==> src/rtl/serial_adder_ctrl.sv <==
// Bit-serial adder controller built around a 1-bit full-adder slice made from
// the gate-library half_adder and or_gate cells. Operands are shifted LSB first
// through the slice over WIDTH cycles; the result is published in one step.

// Gate-library half adder. Port quirk: "out" is the AND (carry), "c" is the XOR (sum).
module half_adder (
  input  logic a,
  input  logic b,
  output logic out,
  output logic c
);
  and g_and (out, a, b);
  xor g_xor (c, a, b);
endmodule

// Gate-library 2-input OR.
module or_gate (
  input  logic a,
  input  logic b,
  output logic out
);
  or g_or (out, a, b);
endmodule

module serial_adder_ctrl #(
  parameter int unsigned WIDTH = 8,
  parameter int unsigned CNT_W = 6
) (
  input  logic             clk,
  input  logic             rst,
  input  logic             start,
  input  logic [WIDTH-1:0] a,
  input  logic [WIDTH-1:0] b,
  input  logic             cin,
  output logic             busy,
  output logic             done,
  output logic [WIDTH-1:0] sum,
  output logic             cout
);

  localparam logic [1:0] StIdle = 2'd0;
  localparam logic [1:0] StRun  = 2'd1;
  localparam logic [1:0] StDone = 2'd2;

  localparam logic [CNT_W-1:0] LastBit = CNT_W'(WIDTH - 1);

  logic [1:0]       state_q, state_d;
  logic [WIDTH-1:0] sa_q, sa_d;
  logic [WIDTH-1:0] sb_q, sb_d;
  logic [WIDTH-1:0] sr_q, sr_d;
  logic             carry_q, carry_d;
  logic [CNT_W-1:0] cnt_q, cnt_d;
  logic [WIDTH-1:0] sum_q, sum_d;
  logic             cout_q, cout_d;

  // Full-adder slice: two half adders plus an OR of their carries.
  logic ha0_and, ha0_xor, ha1_and;
  logic slice_s, slice_c;

  half_adder u_ha0 (
    .a   (sa_q[0]),
    .b   (sb_q[0]),
    .out (ha0_and),
    .c   (ha0_xor)
  );

  half_adder u_ha1 (
    .a   (ha0_xor),
    .b   (carry_q),
    .out (ha1_and),
    .c   (slice_s)
  );

  or_gate u_or (
    .a   (ha0_and),
    .b   (ha1_and),
    .out (slice_c)
  );

  // Next-state: load on accepted start, shift one bit per RUN cycle, publish on the last bit.
  always_comb begin
    state_d = state_q;
    sa_d    = sa_q;
    sb_d    = sb_q;
    sr_d    = sr_q;
    carry_d = carry_q;
    cnt_d   = cnt_q;
    sum_d   = sum_q;
    cout_d  = cout_q;
    case (state_q)
      StIdle: begin
        if (start) begin
          sa_d    = a;
          sb_d    = b;
          carry_d = cin;
          cnt_d   = '0;
          sr_d    = '0;
          state_d = StRun;
        end
      end
      StRun: begin
        sa_d            = sa_q >> 1;
        sb_d            = sb_q >> 1;
        sr_d            = sr_q >> 1;
        sr_d[WIDTH-1]   = slice_s;
        carry_d         = slice_c;
        cnt_d           = cnt_q + CNT_W'(1);
        if (cnt_q == LastBit) begin
          // sr_d already contains the bit produced this cycle.
          sum_d   = sr_d;
          cout_d  = slice_c;
          state_d = StDone;
        end
      end
      StDone: begin
        state_d = StIdle;
      end
      default: begin
        state_d = StIdle;
      end
    endcase
  end

  // State registers with asynchronous clear; a reset mid-run discards the operation.
  always_ff @(posedge clk or posedge rst) begin
    if (rst) begin
      state_q <= StIdle;
      sa_q    <= '0;
      sb_q    <= '0;
      sr_q    <= '0;
      carry_q <= 1'b0;
      cnt_q   <= '0;
      sum_q   <= '0;
      cout_q  <= 1'b0;
    end else begin
      state_q <= state_d;
      sa_q    <= sa_d;
      sb_q    <= sb_d;
      sr_q    <= sr_d;
      carry_q <= carry_d;
      cnt_q   <= cnt_d;
      sum_q   <= sum_d;
      cout_q  <= cout_d;
    end
  end

  assign busy = (state_q == StRun);
  assign done = (state_q == StDone);
  assign sum  = sum_q;
  assign cout = cout_q;

endmodule

==> config.mk <==
export PLATFORM = sky130hd
export DESIGN_NAME = serial_adder_ctrl
export DESIGN_NICKNAME = d
export VERILOG_FILES = /design/src/rtl/serial_adder_ctrl.sv
export SDC_FILE = /design/constraint.sdc
export NUM_CORES = 1
export LEC_CHECK = 0
export BUFFER_PORTS_ARGS = -buffer_cell sky130_fd_sc_hd__buf_2
export CAP_MARGIN = 30
export CORE_UTILIZATION = 45
export DETAILED_ROUTE_END_ITERATION = 7
export PLACE_DENSITY_LB_ADDON = 0.08
export SYNTH_ARGS = -nofsm -noshare
export SYNTH_HDL_FRONTEND = slang
export SYNTH_HIERARCHICAL = 1
export SYNTH_SLANG_ARGS = --single-unit
export TNS_END_PERCENT = 20
==> constraint.sdc <==
create_clock -name clk -period 1.4 [get_ports clk]
set_input_delay 0.14 -clock clk [delete_from_list [all_inputs] [get_ports clk]]
set_output_delay 0.14 -clock clk [all_outputs]
set_load 0.02 [all_outputs]
==> results.yml, run 1 <==
timing:
  layout_setup_ws_ps: -31.6
  clock_skew_ps: 5.69
  slew_headroom: 0.755
  period_minus_slack_ps: 1430
  rsz0062_at_grt: "yes"
  fmax_mhz: 699
  tightestPinTransition_ps: 367
  tns_ps: -61.4
  fin_crit_sh: 1.02
  hold_viol: 0
  finalMaxSlewViolations: 0
  setup_viol: 2
  whs_ps: 63.5
grt:
  antenna_found_initial: 0
  grtUsageMet1: 0.263
  first_global_vias: 1493
  grt_max_degree: 30
  gr-usage-met2: 0.365
  grtUsageTotal: 0.215
  grt_overflow_total: 0
  grt_pass1_wl_um: 7040
  grt_busiest_layer: "met2"
  grt_use_met3: 0.0531
routing:
  drc: 0
  firstDrtPassIters: 4
  wl_um: 4040
  via_per_inst: 5.30
  vias: 1415
  drt_iter0_markers: 82
  routedWlPerCell_um: 15.1
  antenna_left: 0
final_layout:
  area_delta_synth_final_pct: 30.1
  fillCellCount: 341
  drive_gt1_frac: 0.373
  multiInputGateArea_um2: 815
  postLayoutCoreUtil: 0.610
  final_area_um2: 2440
  antenna_cells: 0
  layout.area.seq_um2: 1030
  fin_cells: 267
  nets: 239
critical_path:
  critPathMaxFanout: 2
  path_class: "reg2reg"
  critPathLaunchType: "register"
  cp.required_ps: 1580
  crit_arrival_ps: 1620
  cp-end-kind: "register"
placed_design:
  place_inst: 253
  port_buffers: 30
  dp_hpwl_um: 2760
  place_congestion: 0.762
  preCtsSetupSlack_ps: -63.2
  dpl_cell_area_um2: 2190
clock_network:
  cts_tree: "yes"
  clockBufferDepth: 2
  cts_buffers: 5
  clock-sinks: 41
  clock_latency_ps: 290
  cts_root_buf: "clkbuf_8"
  ctsHtreeMaxLevel: 2
  clk_pin_slew_ps: 80
floorplan:
  core_um2: 4000
  initial_core_util: 0.469
  die_x_um: 66.6
  die_y_um: 66.6
  fp-row-count: 23
  pin_count: 31
  die_area_um2: 4430
yosys:
  yosysUniqueCellTypes: 28
  ys_seq_area_frac: 0.547
  ys_warn_count: 6
  async_flop_share: 1.00
  synth_top_area_share: 0.547
  synth.ff_latch_count: 41
  synth_area_um2: 1880
  post-synth-top-count-cell: "dfrtp_1"
  synth_nets: 186
  synthFlopType: "dfrtp_1"
  synthTopCellsByArea: "dfrtp_1 55%, mux2_4 7.2%, o21ai_0 5.1%, a22o_1 4.7%, and3b_1 3.7%"
  synth_edf_count: 0
  syn_avg_cell_area_um2: 11.5
  syn-instance-count: 163
  synth_top_cell_by_area: "dfrtp_1"
  ys_top_cells_by_count: "41 x dfrtp_1, 19 x o21ai_0, 17 x nand2_1"
outcome:
  violations: "negative setup slack"
  status: "complete, but fails checks"
power_and_ir_drop:
  leakage_nw: 1.21
  peakVddDrop_uv: 631
  p_per_area_nw_per_um2: 1170
  power_mw: 2.84
worst_hold_path:
  hold_path_class: "in2reg"
job:
  cap_viol_max_count: 0
sequential cells by signal, summed over array words and instances, names as in the netlist:
register,cells
sr_q,7
sa_q,8
sb_q,8
state_q,2
carry_q,1
cnt_q,6
sum,8
cout,1
worst max-delay path, stage by stage, from the launching register on:
cell and delay [ps]:
dfrtp_1 390, ha_1 300, ha_2 160, or2_1 220
mux2_4 260
layout by cell type, fill, tap and decap left out, drive strengths merged, types with 2 or more instances in the layout:
| cell type | instances |
|---|---|
| dfrtp | 41 |
| a21oi | 13 |
| clkbuf | 6 |
| nand2 | 17 |
| a22o | 10 |
| ha | 3 |
| nor2b | 9 |
| mux2 | 9 |
| inv | 2 |
| mux2i | 2 |
| and3b | 8 |
| and4 | 2 |
| o21ai | 19 |
| buf | 53 |
| nand3 | 2 |
| nor3 | 2 |
| a22oi | 7 |
per-layer routing:
layer / up-vias / part of all wire
li1: 689 / -
met1: 693 / 0.44
met2: 28 / 0.52
met3: 5 / 0.029
met4: 0 / 0.012
met5: - / 0
kinds of logic after synthesis:
| logic type | share of synthesized area |
|---|---|
| xor+xnor | 0.00467 |
| mux | 0.0827 |
| flops | 0.547 |
| fa+ha+maj | 0.0200 |
| simple gates | 0.141 |
| buf+inv | 0.0360 |
| compound gates | 0.169 |
cell type report:
class                      count  area share
clock buffer                   5      0.0282
clock inverter                 3      0.0190
inverter                       2     0.00410
multi-input combinational    111       0.334
sequential                    41       0.421
tap                           50      0.0256
timing repair buffer          55       0.168
repair_timing:
action,CTS,global route
gates resized for setup,13,7
cloned,1,1
hold buffers,1,0
hold endpoints to repair,41,0
pin swaps,2,0
endpoints found under the setup margin,12,21
setup buffers,3,0
where the power goes:
group / internal (mW) / leakage (nW) / switching (mW)
clock: 0.534 / 0.0543 / 0.426
combinational: 0.275 / 0.616 / 0.238
sequential: 1.30 / 0.542 / 0.0763
total: 2.10 / 1.21 / 0.740
path summary, 6_finish.rpt:
path / start / endpoint / slack (ps) / cells past startpoint
worst min-delay path: a[7] / sa_q[7]$_DFFE_PP0P_ / 60 / 2
worst max-delay path: sb_q[0]$_DFFE_PP0P_ / cout$_DFFE_PP0P_ / -30 / 4
min in group asynchronous: rst / sr_q[6]$_DFFE_PP0P_ / 390 / 4
max in group asynchronous: rst / state_q[0]$_DFFE_PP0P_ / 630 / 4
worst max register to register: sb_q[0]$_DFFE_PP0P_ / cout$_DFFE_PP0P_ / -30 / 4
worst min register to register: sa_q[1]$_DFFE_PP0P_ / sa_q[1]$_DFFE_PP0P_ / 490 / 2
(Power assumes the default switching activity.)
==> run 2: changes to the inputs <==
SYNTH_HIERARCHICAL = unset   (was 1)
==> run 2 against run 1 <==
The run still ends with negative setup slack left. Via count shrank 3.6%. Core utilization grew 0.40 points. Power grew 73%. Cell count shrank 5.2%. Worst hold slack gained 30 ps. Maximum frequency grew 2.2%. Register-to-register slack gained 30 ps. Sequential share of layout area grew 1.9 points. Critical endpoint is now sum[0]$_DFFE_PP0P_. Largest cell class unchanged.
==> results.yml, run 2 <==
outcome:
  status: "complete, but fails checks"
  violations: "negative setup slack"
placed_design:
  port_buffers: 30
  place_congestion: 0.739
  place_inst: 242
  dp_hpwl_um: 2470
clock_network:
  ctsHtreeMaxLevel: 2
  cts_root_buf: "clkbuf_8"
  clock_latency_ps: 290
  clockBufferDepth: 2
  clk_pin_slew_ps: 80
  clock-sinks: 41
  cts_buffers: 5
  cts_tree: "yes"
critical_path:
  crit_arrival_ps: 1580
  critPathMaxStageDelay_ps: 410
  cp_slowest_cell: "dfrtp_1"
  worstRegToRegCells: 3
  cp-end-kind: "register"
  path_class: "reg2reg"
  critPathMaxFanout: 5
  path_cells: "nor3_4 > and4_4 > mux2_4"
  critPathLaunchType: "register"
  cp.required_ps: 1580
final_layout:
  area_delta_synth_final_pct: 26.1
  nets: 226
  antenna_cells: 0
  final_common_cell: "dfrtp_1"
  fillCellCount: 322
  drive_gt1_frac: 0.346
  postLayoutCoreUtil: 0.614
  most-common-layout-cells: "40 x dfrtp_1, 29 x buf_2, 19 x nand2_1"
  fin_cells: 253
timing:
  hold_viol: 0
  clock_skew_ps: 6.17
  fmax_mhz: 714
  slew_headroom: 0.667
  finalMaxSlewViolations: 0
  layout_setup_ws_ps: -1.00
  tightestPinTransition_ps: 500
  fin_crit_sh: 1.00
  period_minus_slack_ps: 1400
  setup_viol: 2
  rsz0062_at_grt: "yes"
power_and_ir_drop:
  leakage_nw: 1.16
  peakVddDrop_uv: 881
  p_per_area_nw_per_um2: 2110
routing:
  drc: 0
  routedWlPerCell_um: 15.1
  via_per_inst: 5.39
  wl_um: 3810
  drt_iter0_markers: 41
  firstDrtPassIters: 4
  vias: 1364
  antenna_left: 0
job:
  cap_viol_max_count: 0
worst_hold_path:
  min_path_cells: 2
  hold_path_class: "in2reg"
yosys:
  post-synth-top-count-cell: "dfrtp_1"
  ys_seq_area_frac: 0.555
  synth_top_area_share: 0.555
  synthTopCellsByArea: "dfrtp_1 55%, mux2_4 7.3%, o21ai_0 4.9%, a22o_1 4.7%, and3b_1 4.7%"
  synth_nets: 182
  synth.ff_latch_count: 41
  syn-instance-count: 160
  synthFlopType: "dfrtp_1"
  ys_warn_count: 0
  yosysUniqueCellTypes: 28
  synth_top_cell_by_area: "dfrtp_1"
  ys_top_cells_by_count: "41 x dfrtp_1, 19 x nand2_1, 18 x o21ai_0"
  async_flop_share: 1.00
  syn_avg_cell_area_um2: 11.6
  synth_area_um2: 1850
  synth_edf_count: 0
floorplan:
  pin_count: 31
  die_y_um: 66.1
  core_um2: 3800
  die_area_um2: 4370
  die_x_um: 66.1
  initial_core_util: 0.487
  fp-row-count: 22
grt:
  first_global_vias: 1358
  grt_max_degree: 42
  grt_overflow_total: 0
  grtUsageTotal: 0.198
  antenna_found_initial: 0
  grt_pass1_wl_um: 6470
==> run 2: power by group <==
part | leakage, nW | switching, mW | internal [mW]
combinational | 0.575 | 0.944 | 1.02
sequential | 0.531 | 0.335 | 1.65
clock | 0.0585 | 0.407 | 0.582
==> run 2: metal layers <==
| layer | up-vias | share of wire | track usage |
|---|---|---|---|
| met2 | 27 | 0.48 | 0.319 |
| met4 | 0 | 0.015 | 0.0718 |
| met5 | - | 0 | 0 |
| met1 | 671 | 0.47 | 0.262 |
| li1 | 661 | - | - |
| met3 | 5 | 0.032 | 0.0414 |
==> run 2: final timing paths <==
| check | to | startpoint | slack (ps) |
|---|---|---|---|
| worst max-delay path | sum[0]$_DFFE_PP0P_ | cnt_q[3]$_DFFE_PP0P_ | -1 |
| worst min-delay path | sb_q[7]$_DFFE_PP0P_ | b[7] | 90 |
| worst max register to register | sum[0]$_DFFE_PP0P_ | cnt_q[3]$_DFFE_PP0P_ | -1 |
| worst min register to register | sa_q[2]$_DFFE_PP0P_ | sa_q[2]$_DFFE_PP0P_ | 490 |
| max in group asynchronous | state_q[0]$_DFFE_PP0P_ | rst | 520 |
| min in group asynchronous | sb_q[1]$_DFFE_PP0P_ | rst | 510 |
==> run 2: worst max-delay path, delay by kind of cell (launching register included) <==
family | cells | cell delay [ps]
mux | 1 | 310
flops | 1 | 410
simple gates | 2 | 580
==> run 2: cells by family (layout without fill, tap and decap cells) <==
group           Yosys count  in the layout  share of synthesized area
simple gates             44             45                      0.141
fa+ha+maj                 2              2                     0.0176
compound gates           49             49                      0.166
buf+inv                  13             57                     0.0365
mux                      11             11                     0.0839
flops                    41             41                      0.555
==> run 2: timing repair <==
action,CTS,global route
endpoints found under the setup margin,11,14
pin swaps,1,2
buffers inserted,1,0
cloned,1,0
gates resized for setup,6,12
endpoints found under the hold margin,41,0
hold buffers,1,0
==> run 2: final cells by class <==
class                      instances  area, um^2  share of cell area
sequential                        41        1030               0.440
multi-input combinational        107         798               0.342
timing repair buffer              46         317               0.136
clock buffer                       7        86.3              0.0370
tap                               48        60.1              0.0258
clock inverter                     1        30.0              0.0129
inverter                           3        13.8             0.00590
==> run 2: metrics by stage <==
stage                     worst slack [ps]  hold slack (ps)  instance area, um^2  setup TNS [ps]  power, mW
after detailed placement             -90.4              294                 2130            -791       3.76
after CTS                             9.99             87.9                 2290               0       4.83
final                                -1.00             93.8                 2330           -1.10       4.93
after global routing                 -19.1             93.0                 2330           -94.5       5.25
after global placement               -48.7              287                 2130            -428       3.68
after floorplan                       3.56              273                 1850               0       3.16
